<file path="src/rtl/fpaddsub_pkg.sv">
// Shared definitions for the FP add/sub pipeline: word/flag widths, flag bit
// indices and the buffered result record.
package fpaddsub_pkg;

  localparam int WORD_W = 32;
  localparam int FLAG_W = 5;
  localparam int DEPTH  = 2;

  localparam int FLAG_OVF = 4;
  localparam int FLAG_UNF = 3;
  localparam int FLAG_DBZ = 2;
  localparam int FLAG_INV = 1;
  localparam int FLAG_INX = 0;

  typedef struct packed {
    logic [WORD_W-1:0] p;
    logic [FLAG_W-1:0] flags;
  } result_t;

  typedef enum logic [1:0] {
    OCC_EMPTY = 2'd0,
    OCC_ONE   = 2'd1,
    OCC_FULL  = 2'd2
  } occ_e;

endpackage

</file>
<file path="src/rtl/fpaddsub_result_stage_if.sv">
// Upstream/downstream valid-ready bundle of the result stage; the stage sees
// the slave view, whoever feeds and drains it uses the master view.
interface fpaddsub_result_stage_if;
  import fpaddsub_pkg::*;

  logic              in_valid;
  logic              in_ready;
  logic [WORD_W-1:0] in_p;
  logic [FLAG_W-1:0] in_flags;
  logic              out_valid;
  logic              out_ready;
  logic [WORD_W-1:0] res_p;
  logic [FLAG_W-1:0] res_flags;

  modport slave (
    input  in_valid, in_p, in_flags, out_ready,
    output in_ready, out_valid, res_p, res_flags
  );

  modport master (
    output in_valid, in_p, in_flags, out_ready,
    input  in_ready, out_valid, res_p, res_flags
  );

endinterface

</file>
<file path="src/rtl/fpaddsub_skid_fifo.sv">
// Two-entry valid/ready buffer. Output is always the head register; in_ready
// depends on registered state only, so there is no out_ready -> in_ready path.
module fpaddsub_skid_fifo
  import fpaddsub_pkg::*;
(
  input  logic    clk,
  input  logic    rst,
  input  logic    in_valid,
  output logic    in_ready,
  input  result_t in_data,
  output logic    out_valid,
  input  logic    out_ready,
  output result_t out_data
);

  occ_e    state, state_nxt;
  result_t head, tail;
  logic    ready_en;
  logic    push, pop;

  assign push     = in_valid & in_ready;
  assign pop      = out_valid & out_ready;
  assign out_data = head;

  // NOTE: sequential state uses non-blocking assignments so every register
  // samples pre-edge values regardless of statement order.
  always_ff @(posedge clk or posedge rst) begin
    if (rst) begin
      state    <= OCC_EMPTY;
      ready_en <= 1'b0;
    end else begin
      state    <= state_nxt;
      ready_en <= 1'b1;
    end
  end

  // NOTE: default assignment first, so no path through the case leaves
  // state_nxt unassigned and infers a latch.
  always_comb begin
    state_nxt = state;
    unique case (state)
      OCC_EMPTY: if (push) state_nxt = OCC_ONE;
      OCC_ONE: begin
        if (push && !pop)      state_nxt = OCC_FULL;
        else if (pop && !push) state_nxt = OCC_EMPTY;
      end
      OCC_FULL:  if (pop) state_nxt = OCC_ONE;
      default:   state_nxt = OCC_EMPTY;
    endcase
  end

  always_comb begin
    in_ready  = ready_en && (state != OCC_FULL);
    out_valid = (state != OCC_EMPTY);
  end

  // NOTE: the two entries are reset too, because the head register drives
  // res_p directly and must read zero after reset.
  always_ff @(posedge clk or posedge rst) begin
    if (rst) begin
      head <= '0;
      tail <= '0;
    end else begin
      unique case (state)
        OCC_EMPTY: if (push) head <= in_data;
        OCC_ONE: begin
          if (push && pop) head <= in_data;
          else if (push)   tail <= in_data;
        end
        // Full means in_ready=0, so a pop here never coincides with a push.
        OCC_FULL:  if (pop) head <= tail;
        default: ;
      endcase
    end
  end

endmodule

</file>
<file path="src/rtl/fpaddsub_result_stage.sv">
// Output stage after the FP add/sub exception stage: buffers result+flags,
// accumulates sticky IEEE flags and keeps one saturating counter per flag.
module fpaddsub_result_stage
  import fpaddsub_pkg::*;
#(
  parameter int CNT_W = 16
) (
  input  logic                    clk,
  input  logic                    rst,
  fpaddsub_result_stage_if.slave  bus,
  input  logic                    clr_sticky,
  output logic [FLAG_W-1:0]       sticky,
  input  logic [2:0]              cnt_sel,
  output logic [CNT_W-1:0]        cnt_rd
);

  result_t          fifo_in, fifo_out;
  logic             fifo_in_ready;
  logic             push;
  logic [CNT_W-1:0] cnt [FLAG_W];

  assign fifo_in  = '{p: bus.in_p, flags: bus.in_flags};
  assign push     = bus.in_valid & fifo_in_ready;

  assign bus.in_ready  = fifo_in_ready;
  assign bus.res_p     = fifo_out.p;
  assign bus.res_flags = fifo_out.flags;

  fpaddsub_skid_fifo u_fifo (
    .clk       (clk),
    .rst       (rst),
    .in_valid  (bus.in_valid),
    .in_ready  (fifo_in_ready),
    .in_data   (fifo_in),
    .out_valid (bus.out_valid),
    .out_ready (bus.out_ready),
    .out_data  (fifo_out)
  );

  // Statistics follow accept; a push coinciding with a clear survives it.
  always_ff @(posedge clk or posedge rst) begin
    if (rst)             sticky <= '0;
    else if (clr_sticky) sticky <= push ? bus.in_flags : '0;
    else if (push)       sticky <= sticky | bus.in_flags;
  end

  always_ff @(posedge clk or posedge rst) begin
    if (rst) begin
      for (int i = 0; i < FLAG_W; i++) cnt[i] <= '0;
    end else begin
      for (int i = 0; i < FLAG_W; i++) begin
        if (clr_sticky)
          cnt[i] <= (push && bus.in_flags[i]) ? CNT_W'(1) : '0;
        else if (push && bus.in_flags[i] && (cnt[i] != '1))
          cnt[i] <= cnt[i] + 1'b1;
      end
    end
  end

  // Selects beyond the last flag read zero.
  always_comb begin
    cnt_rd = '0;
    for (int i = 0; i < FLAG_W; i++)
      if (cnt_sel == 3'(i)) cnt_rd = cnt[i];
  end

endmodule

</file>
<file path="src/flat_wrapper.sv">
// flat-port wrapper written by rule: the top's interface ports become plain ports
module fpaddsub_result_stage_flat import fpaddsub_pkg::*;
#(
  parameter int CNT_W = 16
)
  (clk, rst, clr_sticky, sticky, cnt_sel, cnt_rd, bus_in_valid, bus_in_p, bus_in_flags, bus_out_ready, bus_in_ready, bus_out_valid, bus_res_p, bus_res_flags);
  fpaddsub_result_stage_if bus_i ();
  input  logic clk;
  input  logic rst;
  input  logic clr_sticky;
  output logic [FLAG_W-1:0] sticky;
  input  logic [2:0] cnt_sel;
  output logic [CNT_W-1:0] cnt_rd;
  input wire logic [$bits(bus_i.in_valid)-1:0] bus_in_valid;
  input wire logic [$bits(bus_i.in_p)-1:0] bus_in_p;
  input wire logic [$bits(bus_i.in_flags)-1:0] bus_in_flags;
  input wire logic [$bits(bus_i.out_ready)-1:0] bus_out_ready;
  output wire logic [$bits(bus_i.in_ready)-1:0] bus_in_ready;
  output wire logic [$bits(bus_i.out_valid)-1:0] bus_out_valid;
  output wire logic [$bits(bus_i.res_p)-1:0] bus_res_p;
  output wire logic [$bits(bus_i.res_flags)-1:0] bus_res_flags;
  assign bus_i.in_valid = bus_in_valid;
  assign bus_i.in_p = bus_in_p;
  assign bus_i.in_flags = bus_in_flags;
  assign bus_i.out_ready = bus_out_ready;
  assign bus_in_ready = bus_i.in_ready;
  assign bus_out_valid = bus_i.out_valid;
  assign bus_res_p = bus_i.res_p;
  assign bus_res_flags = bus_i.res_flags;
  fpaddsub_result_stage #(.CNT_W(CNT_W)) u_core (.clk(clk), .rst(rst), .bus(bus_i), .clr_sticky(clr_sticky), .sticky(sticky), .cnt_sel(cnt_sel), .cnt_rd(cnt_rd));
endmodule
</file>
<file path="config.mk">
export PLATFORM = sky130hd
export DESIGN_NAME = fpaddsub_result_stage_flat
export DESIGN_NICKNAME = d
export VERILOG_FILES = /design/src/rtl/fpaddsub_pkg.sv /design/src/rtl/fpaddsub_result_stage_if.sv /design/src/rtl/fpaddsub_skid_fifo.sv /design/src/rtl/fpaddsub_result_stage.sv /design/src/flat_wrapper.sv
export SDC_FILE = /design/constraint.sdc
export NUM_CORES = 1
export LEC_CHECK = 0
export ABC_AREA = 0
export CAP_MARGIN = 20
export CORE_ASPECT_RATIO = 0.5
export CORE_MARGIN = 1
export CORE_UTILIZATION = 50
export CTS_CLUSTER_SIZE = 40
export DETAILED_ROUTE_END_ITERATION = 8
export PLACE_DENSITY_LB_ADDON = 0.08
export SYNTH_ARGS = -nofsm -noshare
export SYNTH_HDL_FRONTEND = slang
export SYNTH_HIERARCHICAL = 1
export SYNTH_SLANG_ARGS = --single-unit
</file>
<file path="constraint.sdc">
create_clock -name clk -period 4.2 [get_ports clk]
set_clock_uncertainty 0.05 [all_clocks]
set_input_delay 1.05 -clock clk [delete_from_list [all_inputs] [get_ports clk]]
set_output_delay 1.05 -clock clk [all_outputs]
set_load 0.05 [all_outputs]
</file>
* Word level (Yosys, flattened, before mapping)
Index checks and enable logic that the tools add are counted.
** Storage, ports and cells
- Bits in registers :: 162
- Bits of input ports :: 45
- Output and inout port bits :: 60
- Word-level logic and storage cells :: 98
** Cells by class
- Add/sub/neg operators :: 5
- Equal/unequal tests :: 16
- Muxes and demuxes :: 32
- Bitwise operators :: 4
- Reductions and logical operators :: 29
** Operators with widths (count)
- 16-bit 2-to-1 mux :: 15
- 37-bit 2-to-1 mux :: 3
- 37-bit one-hot mux with 3 select lines :: 1
- 16-bit by 1-bit adder with 16-bit output (second input constant) :: 5
- 16-bit inequality test (second input constant) :: 5
- 5-bit 2-to-1 mux :: 3
- 1-bit logical AND :: 14
- 2-bit nonzero test :: 7
- 2-bit 2-to-1 mux :: 4
- 3-bit by 2-bit equality test with 1-bit output (second input constant) :: 2
- 2-bit inequality test (second input constant) :: 3
- 2-bit one-hot mux with 3 select lines :: 1
- 3-bit AND reduction :: 2
- 1-bit 2-to-1 mux :: 5
- 5-bit bitwise OR :: 1
- 4-bit AND reduction :: 1
- 3-bit by 1-bit equality test with 1-bit output (second input constant) :: 1
- 3-bit equality test (second input constant) :: 1
- 3-bit logical NOT :: 1
- 3-bit inequality test (second input constant) :: 1
- 3-bit nonzero test :: 1
- 1-bit bitwise AND :: 2
- 2-bit by 1-bit equality test with 1-bit output (second input constant) :: 1
- 2-bit equality test (second input constant) :: 1
- 4 further kinds :: 5

* Logic depth before layout (Yosys ltp)
Gate-level depths: netlist of the first run.
- Depth after elaboration :: 8
- Depth in mapped cells :: 10
- Mapped depth without buffers :: 6

* Cells and area by module
Netlist of the first run, hierarchy kept.
** By module, submodules not included
- fpaddsub_result_stage :: times used 1, cells each 615, area an instance 5450.2 um^2, seq. area each 2127.0 um^2
- fpaddsub_skid_fifo :: times used 1, cells each 219, area an instance 3517.1 um^2, seq. area each 1926.8 um^2

* Least setup slack after synthesis of the first run
No wires, ideal clock.
- Path kind :: input port to output port
- From :: in cnt_sel[0]
- To :: out cnt_rd[13]
- Arrival time :: 2806 ps
- Setup slack :: 294 ps
- Stages :: 4
- Path buffers :: 1
- Path through :: buf_1 mux4_2 inv_1 o21ai_0
** Between the ends
- Cells in the longest elaborated chain, start to end :: 6
- Elaborated cells on any way between the ends :: 10
** Ends and longest elaborated chain
- start: declaration :: line flat_wrapper.sv:12 : input logic [2:0] cnt_sel;
- 3-bit logical NOT :: line fpaddsub_result_stage.sv:64 : if (cnt_sel == 3'(i)) cnt_rd = cnt[i];
- 16-bit 2-to-1 mux (4 in a row) :: line fpaddsub_result_stage.sv:64
- 16-bit 2-to-1 mux * :: line fpaddsub_result_stage.sv:64
- end: declaration :: line flat_wrapper.sv:13 : output logic [CNT_W-1:0] cnt_rd;
Every way passes the cells marked *; elsewhere a longest branch is shown, timed or not.

* Final worst setup path of the first run
- From :: in cnt_sel[1]
- To :: out cnt_rd[10]
The elaborated chain is that of the path after synthesis.

==> summary.md, run 1 <==
| Metric | Value |
|---|---|
| Outcome | finished clean |
| Clock-pin transition on the worst setup and hold timing paths | 0.07 ns |
| Cells after synthesis | 834 |
| Max-slew headroom at the worst pin | 0.477 |
| Max VDD drop | 0.449 mV |
| Yosys warnings | 6 |
| Chip height | 96.7 um |
| Resized cells post-CTS | 0 |
| CTS buffer count | 17 |
| Post-synth top flop | dfrtp_1 |
| Vias in the first global route | 7013 |
| Sw Ratio | 0.358 |
| Core Footprint | 17400 sq um |
| R2R Setup Slk | 1.23 ns |
| Final wirelength | 22.8 mm |
| Mapped Area | 8970 sq um |
| Distinct cells, synth | 59 |
| Fin. max-slew vios | 0 |
| Hold WS | 0.427 ns |
| Internal power | 3580 uW |
| Clock power frac | 0.257 |
| Fmax | 261 MHz |
| Comb power frac | 0.356 |
| Global-route wire length before repair | 37.6 mm |
| HPWL after DPL | 16.1 mm |
| Post-synthesis register bit count | 162 |
| Share of layout cells above drive strength 1 | 0.228 |
| Initial Util | 0.514 |
| P_sw | 1990 uW |
| Nets | 981 |
| Ant. Diodes | 0 |
| GR Util All Layers | 0.259 |
| Flop pwr share | 0.386 |
| RSZ-0062 raised after global routing | no |
| Grt ovf | 0 |
| Min cycle time layout | 3.83 ns |
| Initial antenna violation count | 0 |
| End point of the critical path | cnt_rd[10] |
| Drt wl/cell | 19.4 um |
| Most instantiated cells after synthesis | dfrtp_1, mux2_2, a21oi_1 |
| Worst-path fanout max | 9 |
| Worst EP required | 3.10 ns |
| TritonCTS Sinks | 162 |
| Yosys top cell area share | 0.452 |
| Post-synth EDFFs | 0 |
| Final hold vios | 0 |
| Die W | 191 um |
| Count leader, synth | dfrtp_1 |
| Crit. End Element | output port |
| Hold Path Class | register to register |
| Non-Filler Instances | 1175 |
| Nature of the critical path startpoint | input port |
| R2R depth | 6 |
| CTS max path bufs | 2 |
| GPL Wtd Cong | 0.987 |
| Syn_nets | 887 |
| CTS tree | yes |
| Worst path max stage delay | 0.70 ns |
| Largest area contributor in the netlist | dfrtp_1 |
| Final setup fails | 0 |
| P&R area growth vs syn | 21.8% |
| Worst reg2reg path startpoint | u_core/u_fifo/state[0] |
| Syn_area_per_cell | 10.8 sq um |
| Routed Antenna Nets | 0 |
| Total power | 5580 uW |
| Largest net degree at the start of global routing | 47 |
| IO Count | 105 |
| Setup Buffers After CTS | 0 |
| Clk Latency, worst-skew pair | 0.42 ns |
| Top cells by area, synth | dfrtp_1, mux2_2, mux2_4 |
| R2R Path End | u_core/cnt[14] |
| Least-Margin Pin Slew | 0.779 ns |
| Final period util | 0.911 |
| DR vias | 7207 |
| Via density | 6.13 |
| Critical path type | input port to output port |
| Root buffer cell | clkbuf_16 |
| Die area | 18500 sq um |
| Power per cell area | 510 nW/um^2 |
| Fin Setup TNS | 0 ns |
| Drt first-iter violations | 711 |
| Rows | 34 |
| Hold_buf cts | 0 |
| Crit-path slowest cell | clkdlybuf4s50_1 |
| # H-tree levels | 4 |
| Max-capacitance violation count | 0 |
| Port bufs | 104 |
| Asr flop ratio synth | 1.00 |
| DR DRC count | 0 |
| Pre-antenna DRT Iters | 6 |
| Seq/Total Area, Yosys | 0.452 |
| Worst Path Arrival | 2.73 ns |
| Leakage | 0.00438 uW |
| Crit path launch | cnt_sel[1] |
| Inst Count DP | 1143 |
| Crit path cell chain | clkdlybuf4s50_1, and2_1, a21oi_1, o22ai_1, buf_12 |
-- routing by layer --
layer  track usage  vias to the layer above  wire, um
met3        0.0769                       14      2110
li1              -                     3349         -
met4        0.0574                        0       166
met1         0.374                     3589     10500
met2         0.384                      255     10100
met5             0                        -         0
-- worst max-delay path, delay by kind of cell --
| kind | cells | cell delay, ns |
|---|---|---|
| buf+inv | 2 | 0.88 |
| compound gates | 2 | 0.43 |
| simple gates | 1 | 0.36 |
-- cell families (layout without fill, tap and decap cells) --
family,count (synthesis),count (layout),share of synthesized area
AOI/OAI and AO/OA,169,169,0.123
muxes,150,150,0.205
xor gates and xnor gates,1,1,0.000977
and+or+nand+nor,274,274,0.173
adders and majority gates,8,8,0.0112
DFF,162,162,0.452
other,1,1,0.000418
buffers and inverters,69,176,0.0349
-- power by group through the flow --
| stage | registers (uW) | logic [uW] | clock network [uW] |
|---|---|---|---|
| floorplan | 2790 | 751 | 0 |
| global placement | 2160 | 1970 | 0 |
| detailed placement | 2170 | 1990 | 0 |
| CTS | 2160 | 2000 | 1480 |
| global route | 2200 | 2080 | 1530 |
| finish | 2160 | 1990 | 1430 |
-- stage by stage --
stage	setup slack [ns]	util	cell area [sq um]
6_report	0.374	0.626	10900
5_1_grt	0.280	0.626	10900
4_1_cts	0.376	0.626	10900
3_5_place_dp	0.385	0.596	10400
3_3_place_gp	0.416	0.596	10400
2_1_floorplan	0.294	-	8970
-- state kept, by name, summed over array words and instances, names as in the netlist --
| register | count |
|---|---|
| u_core/cnt | 80 |
| u_core/u_fifo/out_data | 37 |
| u_core/u_fifo/tail | 37 |
| u_core/sticky | 5 |
| u_core/u_fifo/state | 2 |
| u_core/u_fifo/ready_en | 1 |
-- layout make-up --
cell class                      count  area [sq um]
Multi-Input combinational cell    603          4600
Tap cell                          234           293
Sequential cell                   162          4050
Fill cell                        1429          6520
Clock buffer                       20           437
Timing Repair Buffer              126          1370
Clock inverter                     12          98.8
Inverter                           18          70.1
-- cell usage in the layout (no fill, tap or decap), types with 5 or more instances in the layout --
cell type        synthesis  layout
clkdlybuf4s50_1          0      86
buf_12                   0      17
nand4_1                 19      19
nor2_1                  38      38
o41ai_1                  9       9
or4_1                   28      28
mux2_1                   7       7
a21oi_1                 57      57
mux2_2                  93      93
and3_1                  12      12
inv_1                   18      16
clkbuf_16                0      17
nand2_1                 41      41
nor2b_1                 22      22
mux2_4                  30      30
mux4_2                   5       5
o31ai_1                 22      22
a22oi_1                  9       9
nand3_1                 40      40
o211ai_1                 5       5
clkinvlp_4               0       5
nor3_1                  13      13
ha_1                     8       8
o22ai_1                 11      11
or2_2                    7       7
or3_1                   14      14
o21ai_0                 22      22
mux2i_1                 15      15
buf_4                    2      22
and2_1                   5       5
nor4_1                  12      12
and4_1                   8       8
dfrtp_1                162     162
o311ai_0                 8       8
-- worst min path at each step --
| stage | from | to | cells past startpoint |
|---|---|---|---|
| after floorplan | u_core/u_fifo/tail[28] | u_core/u_fifo/tail[28] | 1 |
| after global placement | u_core/sticky[0] | u_core/sticky[0] | 1 |
| after detailed placement | u_core/sticky[0] | u_core/sticky[0] | 1 |
| after CTS | u_core/sticky[0] | u_core/sticky[0] | 1 |
| after global routing | u_core/sticky[2] | u_core/sticky[2] | 1 |
| final | u_core/sticky[0] | u_core/sticky[0] | 1 |
(Power assumes the default switching activity.)
==> run 2: changes to the inputs <==
clock period = 3.5 ns   (was 4.2 ns; I/O delays follow)
==> summary.md, run 2 (synthesis results as in run 1) <==
| Metric | Value |
|---|---|
| Final period util | 0.952 |
| Pre-antenna DRT Iters | 7 (+1) |
| Largest net degree at the start of global routing | 57 (+21%) |
| Max-capacitance violation count | 0 (unchanged) |
| # fillers | 1420 (-0.63%) |
| Via density | 6.14 (about the same) |
| Final instance area | 11100 sq um (+1.4%) |
| Die area | 18500 sq um (unchanged) |
| Drt first-iter violations | 647 (-9.0%) |
| Critical path type | input port to output port |
| GPL Wtd Cong | 0.862 (-13%) |
| Resized cells post-CTS | 0 (unchanged) |
| P_sw | 2480 uW (+24%) |
| CTS tree | yes |
| Hold_buf cts | 0 (unchanged) |
| Initial Util | 0.514 (unchanged) |
| Nets | 987 (+0.61%) |
| Worst path max stage delay | 0.55 ns (-0.15 ns) |
| Clock-pin transition on the worst setup and hold timing paths | 0.07 ns (about the same) |
| Inst Count DP | 1149 (+0.52%) |
| Met2 Track Usage GR | 0.397 (+0.0134) |
| Ant. Diodes | 0 (unchanged) |
| Drt wl/cell | 19.7 um (+1.4%) |
| P&R area growth vs syn | 23.5% |
| Final Util | 0.635 (+0.00854) |
| Area of the multi-input gates | 4600 sq um (unchanged) |
| R2R depth | 6 (unchanged) |
| Global-route wire length before repair | 38.8 mm (+3.2%) |
| Final wirelength | 23.3 mm (+1.9%) |
| Clk Latency, worst-skew pair | 0.43 ns (about the same) |
| Die W | 191 um (unchanged) |
| Crit path cell chain | clkdlybuf4s50_1, buf_4, mux2i_1, nor2_1, a21oi_1, o22ai_1, buf_12 |
| Port bufs | 104 (unchanged) |
| Initial antenna violation count | 0 (unchanged) |
| Chip height | 96.7 um (unchanged) |
| Max VDD drop | 0.668 mV (+49%) |
| HPWL after DPL | 16.2 mm (+0.49%) |
| WHS Path Cells | 1 (unchanged) |
| M3 GR Usage | 0.0820 (+0.00508) |
| Hold Path Class | register to register |
| Routed Antenna Nets | 0 (unchanged) |
| Fin. max-slew vios | 0 (unchanged) |
| Core Footprint | 17400 sq um (unchanged) |
| Crit path buf inv count | 3 (+1) |
| Setup Buffers After CTS | 0 (unchanged) |
| Fmax | 300 MHz |
| CTS buffer count | 17 (unchanged) |
| Leakage | 0.00448 uW (+2.3%) |
| Rows | 34 (unchanged) |
| Root buffer cell | clkbuf_16 |
| DR DRC count | 0 (unchanged) |
| Top reg by flops | u_core/cnt |
| Non-Filler Instances | 1181 (+0.51%) |
| Dpl cell area | 10400 sq um (+0.55%) |
| FF/Latch Area | 4050 sq um (unchanged) |
| Fin Setup TNS | 0 ns (unchanged) |
| Internal power | 4480 uW (+25%) |
| Grt ovf | 0 (unchanged) |
| Crit. End Element | output port |
| Flop pwr share | 0.373 (-0.013) |
| RSZ-0062 raised after global routing | no |
| Share of layout cells above drive strength 1 | 0.237 (+0.00806) |
| DR vias | 7249 (+0.58%) |
| Worst Path Arrival | 2.41 ns (-0.32 ns) |
| Crit-path slowest cell | clkdlybuf4s50_1 |
| Max FFs per register | 80 (unchanged) |
| Met1 Use GR | 0.388 (+0.0141) |
| Most frequent cells in the layout | dfrtp_1, mux2_2, clkdlybuf4s50_1, a21oi_1, nand2_1 |
| Max-slew headroom at the worst pin | 0.362 (-0.115) |
| Sw Ratio | 0.356 (-0.00153) |
| Min cycle time layout | 3.33 ns |
| Power per cell area | 628 nW/um^2 (+23%) |
| Worst setup margin | 0.168 ns (-0.206 ns) |
| Final hold vios | 0 (unchanged) |
| Final setup fails | 0 (unchanged) |
| Family with the most delay on the worst path | buffers and inverters |
| Leading cell type in the layout, fill and taps excluded | dfrtp_1 |
| Dpl ws | 0.0265 ns (-0.359 ns) |
| IO Count | 105 (unchanged) |
| Crit path depth | 7 (+2) |
| Vias in the first global route | 7164 (+2.2%) |
| TritonCTS Sinks | 162 (unchanged) |
| Worst-path fanout max | 16 (+7) |
| Least-Margin Pin Slew | 0.956 ns (+0.177 ns) |
| Nature of the critical path startpoint | input port |
| Clock power frac | 0.283 (+0.026) |
| Worst EP required | 2.57 ns (-0.53 ns) |
| Grt peak-use layer | met2 |
| # H-tree levels | 4 (unchanged) |
| Outcome | finished clean |
| GR Util All Layers | 0.269 (+0.00945) |
| CTS max path bufs | 2 (unchanged) |
| Comb power frac | 0.344 (-0.012) |
run 2: worst paths after layout:
check                                             from                   endpoint  slack [ns]
worst max-delay path                        cnt_sel[2]                  cnt_rd[2]        0.17
worst min-delay path                  u_core/sticky[0]           u_core/sticky[0]        0.43
worst max register to register  u_core/u_fifo/state[0]             u_core/cnt[31]        0.81
worst min register to register        u_core/sticky[0]           u_core/sticky[0]        0.43
max in group asynchronous                          rst  u_core/u_fifo/out_data[9]        1.90
min in group asynchronous                          rst           u_core/sticky[2]        0.85
run 2: layout make-up:
class                   count  area share
well taps                 234      0.0264
clock inverters            15      0.0174
repair buffers            132       0.130
multi-input cells         603       0.416
inverters                  18     0.00633
clock buffers              17      0.0384
flip-flops and latches    162       0.366
run 2: stage by stage:
step / hold WS, ns / power [uW]
6_report: 0.432 / 6950
5_1_grt: 0.465 / 7270
4_1_cts: 0.437 / 7020
3_5_place_dp: 0.419 / 5010
3_3_place_gp: 0.410 / 4970
2_1_floorplan: 0.422 / 4250
run 2: routing by layer:
layer,up-vias,wire (um)
li1,3378,-
met1,3637,11000
met2,216,10300
met3,18,1820
met4,0,149
met5,-,0
run 2: power groups by stage:
stage / combinational [uW] / clock, uW / sequential [uW]
floorplan: 901 / 0 / 3350
global placement: 2370 / 0 / 2600
detailed placement: 2410 / 0 / 2610
CTS: 2410 / 2010 / 2590
global route: 2520 / 2090 / 2660
finish: 2390 / 1970 / 2590
==> run 3: changes to the inputs <==
CAP_MARGIN = 30   (was 20)
==> results of run 3 <==
Same layout as run 2: the final DEF is identical, and so are final timing and power.
